### src/rtl/memory_stage.sv
`default_nettype none
// ============================================================================
// Module  : memory_stage
// Brief   : Y86-64 Memory stage. Issues data-memory reads/writes over a
//           req/ack handshake, stalls upstream while an access is pending,
//           and owns the M/W pipeline register feeding Writeback.
// Revision: 1.0 - initial release
// ============================================================================
module memory_stage #(
  parameter int TIMEOUT = 16,
  parameter int CNT_W   = 5
) (
  input  logic        clock,
  input  logic        reset,
  input  logic        M_valid,
  input  logic [2:0]  M_stat,
  input  logic [3:0]  M_icode,
  input  logic        M_Cnd,
  input  logic [63:0] M_valE,
  input  logic [63:0] M_valA,
  input  logic [3:0]  M_dstE,
  input  logic [3:0]  M_dstM,
  output logic        dmem_req,
  output logic        dmem_we,
  output logic [63:0] dmem_addr,
  output logic [63:0] dmem_wdata,
  input  logic        dmem_ack,
  input  logic        dmem_err,
  input  logic [63:0] dmem_rdata,
  output logic        m_busy,
  output logic [2:0]  W_stat,
  output logic [3:0]  W_icode,
  output logic        W_Cnd,
  output logic [63:0] W_valE,
  output logic [63:0] W_valM,
  output logic [3:0]  W_dstE,
  output logic [3:0]  W_dstM
);

  localparam logic [2:0]       c_SAOK     = 3'd1;
  localparam logic [2:0]       c_SADR     = 3'd3;
  localparam logic [3:0]       c_RNONE    = 4'hF;
  localparam logic [CNT_W-1:0] c_CNT_LAST = CNT_W'(TIMEOUT - 1);

  typedef enum logic [0:0] {
    S_IDLE = 1'b0,
    S_WAIT = 1'b1
  } state_t;

  typedef struct packed {
    logic [2:0]  stat;
    logic [3:0]  icode;
    logic        cnd;
    logic [63:0] valE;
    logic [63:0] valM;
    logic [3:0]  dstE;
    logic [3:0]  dstM;
  } wreg_t;

  // Bubble doubles as the reset image of the M/W register.
  localparam wreg_t c_BUBBLE = '{stat: 3'd1, icode: 4'h1, cnd: 1'b0,
                                 valE: 64'd0, valM: 64'd0,
                                 dstE: 4'hF, dstM: 4'hF};

  state_t           r_state;
  logic [CNT_W-1:0] r_cnt;
  logic             r_req;
  logic             r_we;
  logic [63:0]      r_addr;
  logic [63:0]      r_wdata;
  wreg_t            r_W;

  logic             w_is_rd;
  logic             w_is_wr;
  logic             w_frozen;
  logic             w_qual;
  logic             w_timeout;
  logic             w_done_ok;
  logic             w_abort;
  logic [63:0]      w_addr;
  wreg_t            w_from_m;

  // Stack pops (ret/popq) address through valA; everything else via valE.
  assign w_is_rd   = (M_icode == 4'h5) || (M_icode == 4'h9) || (M_icode == 4'hB);
  assign w_is_wr   = (M_icode == 4'h4) || (M_icode == 4'h8) || (M_icode == 4'hA);
  assign w_addr    = ((M_icode == 4'h9) || (M_icode == 4'hB)) ? M_valA : M_valE;
  assign w_frozen  = (r_W.stat != c_SAOK);
  assign w_qual    = M_valid && (M_stat == c_SAOK) && !w_frozen && (w_is_rd || w_is_wr);
  assign w_timeout = (r_cnt == c_CNT_LAST);
  assign w_done_ok = dmem_ack && !dmem_err;
  assign w_abort   = (dmem_ack && dmem_err) || (!dmem_ack && w_timeout);
  assign w_from_m  = '{stat: M_stat, icode: M_icode, cnd: M_Cnd,
                       valE: M_valE, valM: 64'd0,
                       dstE: M_dstE, dstM: M_dstM};

  // Stall upstream while issuing, while waiting, and forever once frozen.
  always_comb begin
    m_busy = 1'b0;
    unique case (r_state)
      S_IDLE:  m_busy = w_frozen || w_qual;
      S_WAIT:  m_busy = !dmem_ack && !w_timeout;
      default: m_busy = 1'b0;
    endcase
  end

  // Access FSM, memory request registers and M/W pipeline register.
  always_ff @(posedge clock or negedge reset) begin
    if (!reset) begin
      r_state <= S_IDLE;
      r_cnt   <= '0;
      r_req   <= 1'b0;
      r_we    <= 1'b0;
      r_addr  <= 64'd0;
      r_wdata <= 64'd0;
      r_W     <= c_BUBBLE;
    end else begin
      unique case (r_state)
        S_IDLE: begin
          r_cnt <= '0;
          // A faulted W register must never be overwritten, so nothing moves.
          if (!w_frozen) begin
            if (w_qual) begin
              r_req   <= 1'b1;
              r_we    <= w_is_wr;
              r_addr  <= w_addr;
              r_wdata <= M_valA;
              r_state <= S_WAIT;
              r_W     <= c_BUBBLE;
            end else if (!M_valid) begin
              r_W <= c_BUBBLE;
            end else begin
              r_W <= w_from_m;
            end
          end
        end
        S_WAIT: begin
          if (w_done_ok) begin
            r_req   <= 1'b0;
            r_state <= S_IDLE;
            r_cnt   <= '0;
            r_W     <= w_from_m;
            r_W.valM <= r_we ? 64'd0 : dmem_rdata;
          end else if (w_abort) begin
            r_req   <= 1'b0;
            r_state <= S_IDLE;
            r_cnt   <= '0;
            r_W      <= w_from_m;
            r_W.stat <= c_SADR;
            r_W.dstE <= c_RNONE;
            r_W.dstM <= c_RNONE;
          end else begin
            r_cnt <= r_cnt + 1'b1;
          end
        end
        default: r_state <= S_IDLE;
      endcase
    end
  end

  assign dmem_req   = r_req;
  assign dmem_we    = r_we;
  assign dmem_addr  = r_addr;
  assign dmem_wdata = r_wdata;
  assign W_stat     = r_W.stat;
  assign W_icode    = r_W.icode;
  assign W_Cnd      = r_W.cnd;
  assign W_valE     = r_W.valE;
  assign W_valM     = r_W.valM;
  assign W_dstE     = r_W.dstE;
  assign W_dstM     = r_W.dstM;

endmodule
`default_nettype wire

### config.mk
export PLATFORM = sky130hd
export DESIGN_NAME = memory_stage
export DESIGN_NICKNAME = d
export VERILOG_FILES = /design/src/rtl/memory_stage.sv
export SDC_FILE = /design/constraint.sdc
export NUM_CORES = 1
export LEC_CHECK = 0
export ABC_AREA = 1
export CORE_AREA = 2 2 187 189
export CTS_CLUSTER_SIZE = 8
export DETAILED_ROUTE_END_ITERATION = 10
export DIE_AREA = 0 0 189 191
export DONT_BUFFER_PORTS = 1
export PLACE_DENSITY = 0.48
export SYNTH_ARGS = -nofsm -noshare
export SYNTH_HDL_FRONTEND = slang
export SYNTH_SLANG_ARGS = --single-unit
### constraint.sdc
create_clock -name clock -period 2.45 [get_ports clock]
set_input_delay 0.245 -clock clock [delete_from_list [all_inputs] [get_ports clock]]
set_output_delay 0.245 -clock clock [all_outputs]
set_load 0.01 [all_outputs]
==> run_results.csv <==
group,metric,value,unit
finish,fill_cells,3294,
timing,tightest_slew,0.642,ns
detailed_routing,drtPass1Iterations,4,
status,violations,"negative hold slack",
synthesis,synth.largest_area_cell,"dfrtp_1",
critical_path,crit_type,"reg -> out",
global_routing,grt_pass1_vias,10200,
place,hpwl,25100,µm
clock_network,clkTransAtPathRegs,0.05,ns
clock_network,holdBufCountCts,208,
timing,finalCritPeriodShare,94.6,%
detailed_routing,met1_length,15400,µm
finish,antenna_cells,0,
clock_network,cts_tree,"built",
synthesis,synth_area_leaders,"dfrtp_1 (57%), nand2_1 (15%), o21ai_0 (7.3%)",
critical_path,reg2regPathDepth,13,
synthesis,netlist-cell-type-count,27,
detailed_routing,wire_per_inst,19.7,µm
die,ios,488,
flow_run,drv_cap,0,
critical_path,arrival,2.07,ns
global_routing,antenna_found_initial,0,
finish,syn_to_final_growth,30.3,%
synthesis,synth-edff-count,0,
power,p_leak,7.82,nW
timing,max_freq,432,MHz
detailed_routing,via_per_inst,4.85,
synthesis,synth_top_area_share,57.2,%
clock_network,clk_latency,0.52,ns
critical_path,path_buf_inv,1,
synthesis,synth_area_per_cell,8.89,µm²
timing,whs,-0.568,ns
die,rows,68,
critical_path,crit_family,"simple AND/OR/NAND/NOR gates",
finish,most-common-layout-cells,"nand2_1 (471), dfrtp_1 (270), dlygate4sd3_1 (208), o21ai_0 (173), inv_1 (99)",
die,core,34100,µm²
detailed_routing,drtAntennaViolNets,0,
timing,slew-limit-headroom,57.1,%
synthesis,async_flop_share,100,%
place,globalplace.congestion,0.808,
timing,tns,0,ns
status,outcome,"complete, but fails checks",
global_routing,grt_pass1_wl,59900,µm
detailed_routing,routed_wl,39200,µm
synthesis,synth_fp_nets,1544,
critical_path,r2r-start,"r_cnt[0]",
detailed_routing,drt_iter0_drc,496,
clock_network,clkSinkCount,280,
die,die_h,191,µm
critical_path,slowest_stage,"dfstp_2",
critical_path,crit_required,2.20,ns
critical_path,critPathCapture,"m_busy",
die,dieArea,36100,µm²
detailed_routing,highest-signal-layer,"met4",
synthesis,syn_area,11800,µm²
timing,fin_crit,2.32,ns
finish,final_nets,1732,
finish,drive_above_1_share,10.2,%
detailed_routing,wl_met3,3360,µm
detailed_routing,wl_met2,19500,µm
synthesis,synth-seq-cells,280,
finish,final_cells,1988,
clock_network,cts_buffers,41,
finish,final_common_cell,"nand2_1",
timing,skew,0.0213,ns
critical_path,start_kind,"flip-flop",
synthesis,ys_dominant_reg_cell,"dfrtp_1",
critical_path,cp.depth,5,
synthesis,synthCells,1329,
synthesis,ys_seq_area_share,59.4,%
die,start_util,34.6,%
worst_hold_path,hold_class,"in -> async",
clock_network,cts_max_path_buffers,3,
global_routing,grt_usage,21.2,%
detailed_routing,num_vias,9635,
critical_path,critPathMaxStageDelay,0.58,ns
global_routing,grt_max_degree,281,
detailed_routing,drc,0,
power,ir_worst_vdd,0.000400,V
finish,final_core_util,45.1,%
clock_network,htreeDepth,2,
place,io_buffers,0,
synthesis,yosysWarnings,0,
place,dpl.cell_count,1718,
clock_network,cts_root_buffer,"clkbuf_16",
timing,grt_setup_unrepaired,"false",
critical_path,crit_start,"W_stat[0]",
power,power.density,659,nW/µm²
timing,finalMaxSlewViolations,0,
critical_path,crit_path_max_fanout,133,
critical_path,cp_cell_sequence,"nand3_1 -> nor2_2 -> nand3_4 -> buf_12 -> nand2_2",
die,fp.dieW,189,µm
critical_path,r2r-end,"W_valM[20]",
timing,setup_viol,0,
critical_path,cp-end-kind,"output port",
critical_path,r2r_setup_slack,0.26,ns
timing,finalHoldViolCount,280,
global_routing,grt_overflow,0,
==> layout make-up <==
type                            instances  area [µm²]  area share [%]
Inverter                              104         393            2.55
Clock buffer                           57        1090            7.05
Timing Repair Buffer                  231        2390            15.5
Clock inverter                          2        10.0          0.0650
Multi-Input combinational cell        859        3930            25.5
Tap cell                              455         569            3.70
Sequential cell                       280        7020            45.6
==> per-stage QoR <==
step           total power, mW  setup slack, ns  cell area (µm²)
2_1_floorplan             4.85            0.559            11800
3_3_place_gp              4.90            0.303            12200
3_5_place_dp              4.90            0.287            12200
4_1_cts                   10.3           0.0123            15400
5_1_grt                   10.5           0.0245            15400
6_report                  10.1            0.133            15400
==> timing repair <==
item	CTS	global route
pin swaps	1	1
buffers inserted	1	2
gates cloned	0	0
resized for setup	5	3
setup endpoints to repair	1	4
endpoints found under the hold margin	556	280
==> worst min-delay path by stage <==
stage / slack (ns) / endpoint / from / cells past startpoint
after floorplan: -0.05 / W_Cnd / reset / 0
after global placement: -0.04 / dmem_wdata[2] / reset / 0
after detailed placement: -0.04 / dmem_wdata[2] / reset / 0
after CTS: -0.60 / W_valE[44] / reset / 0
after global routing: -0.60 / dmem_wdata[2] / reset / 0
final: -0.57 / dmem_wdata[2] / reset / 0
==> cells in the mapped netlist, types with 3 or more instances <==
| library cell | instances |
|---|---|
| a21oi_1 | 3 |
| buf_1 | 7 |
| buf_2 | 36 |
| buf_4 | 11 |
| buf_6 | 13 |
| clkbuf_1 | 18 |
| dfrtp_1 | 270 |
| dfstp_2 | 10 |
| inv_1 | 99 |
| inv_2 | 5 |
| nand2_1 | 475 |
| nand3_1 | 6 |
| nand4_1 | 75 |
| nor2_1 | 20 |
| o21ai_0 | 173 |
| o21ai_1 | 28 |
| o21bai_1 | 3 |
| or2_1 | 4 |
| or2_2 | 63 |
==> report_power, final <==
part	internal [mW]	switching (mW)
Combinational	0.299	0.198
Sequential	4.63	0
Clock	3.03	1.99
Total	7.96	2.19
==> registers in the layout, indices dropped and copies added (netlist names) <==
| name | count |
|---|---|
| W_Cnd | 1 |
| W_dstE | 4 |
| W_dstM | 4 |
| W_icode | 4 |
| W_stat | 3 |
| W_valE | 64 |
| W_valM | 64 |
| dmem_addr | 64 |
| dmem_req | 1 |
| dmem_wdata | 64 |
| dmem_we | 1 |
| r_cnt | 5 |
| r_state | 1 |
==> cells by family after synthesis <==
family          after synthesis  share of synthesized area [%]
compound gates              208                           8.89
fa+ha+maj                     2                          0.212
buf+inv                     190                           7.60
flops                       280                           59.4
simple gates                649                           23.9
==> layer usage <==
metal,track usage (%),vias to the layer above
li1,-,4598
met1,24.8,4592
met2,37.2,387
met3,6.65,58
met4,6.34,0
met5,0,-
Note: power is estimated with default switching activity, not from simulation.
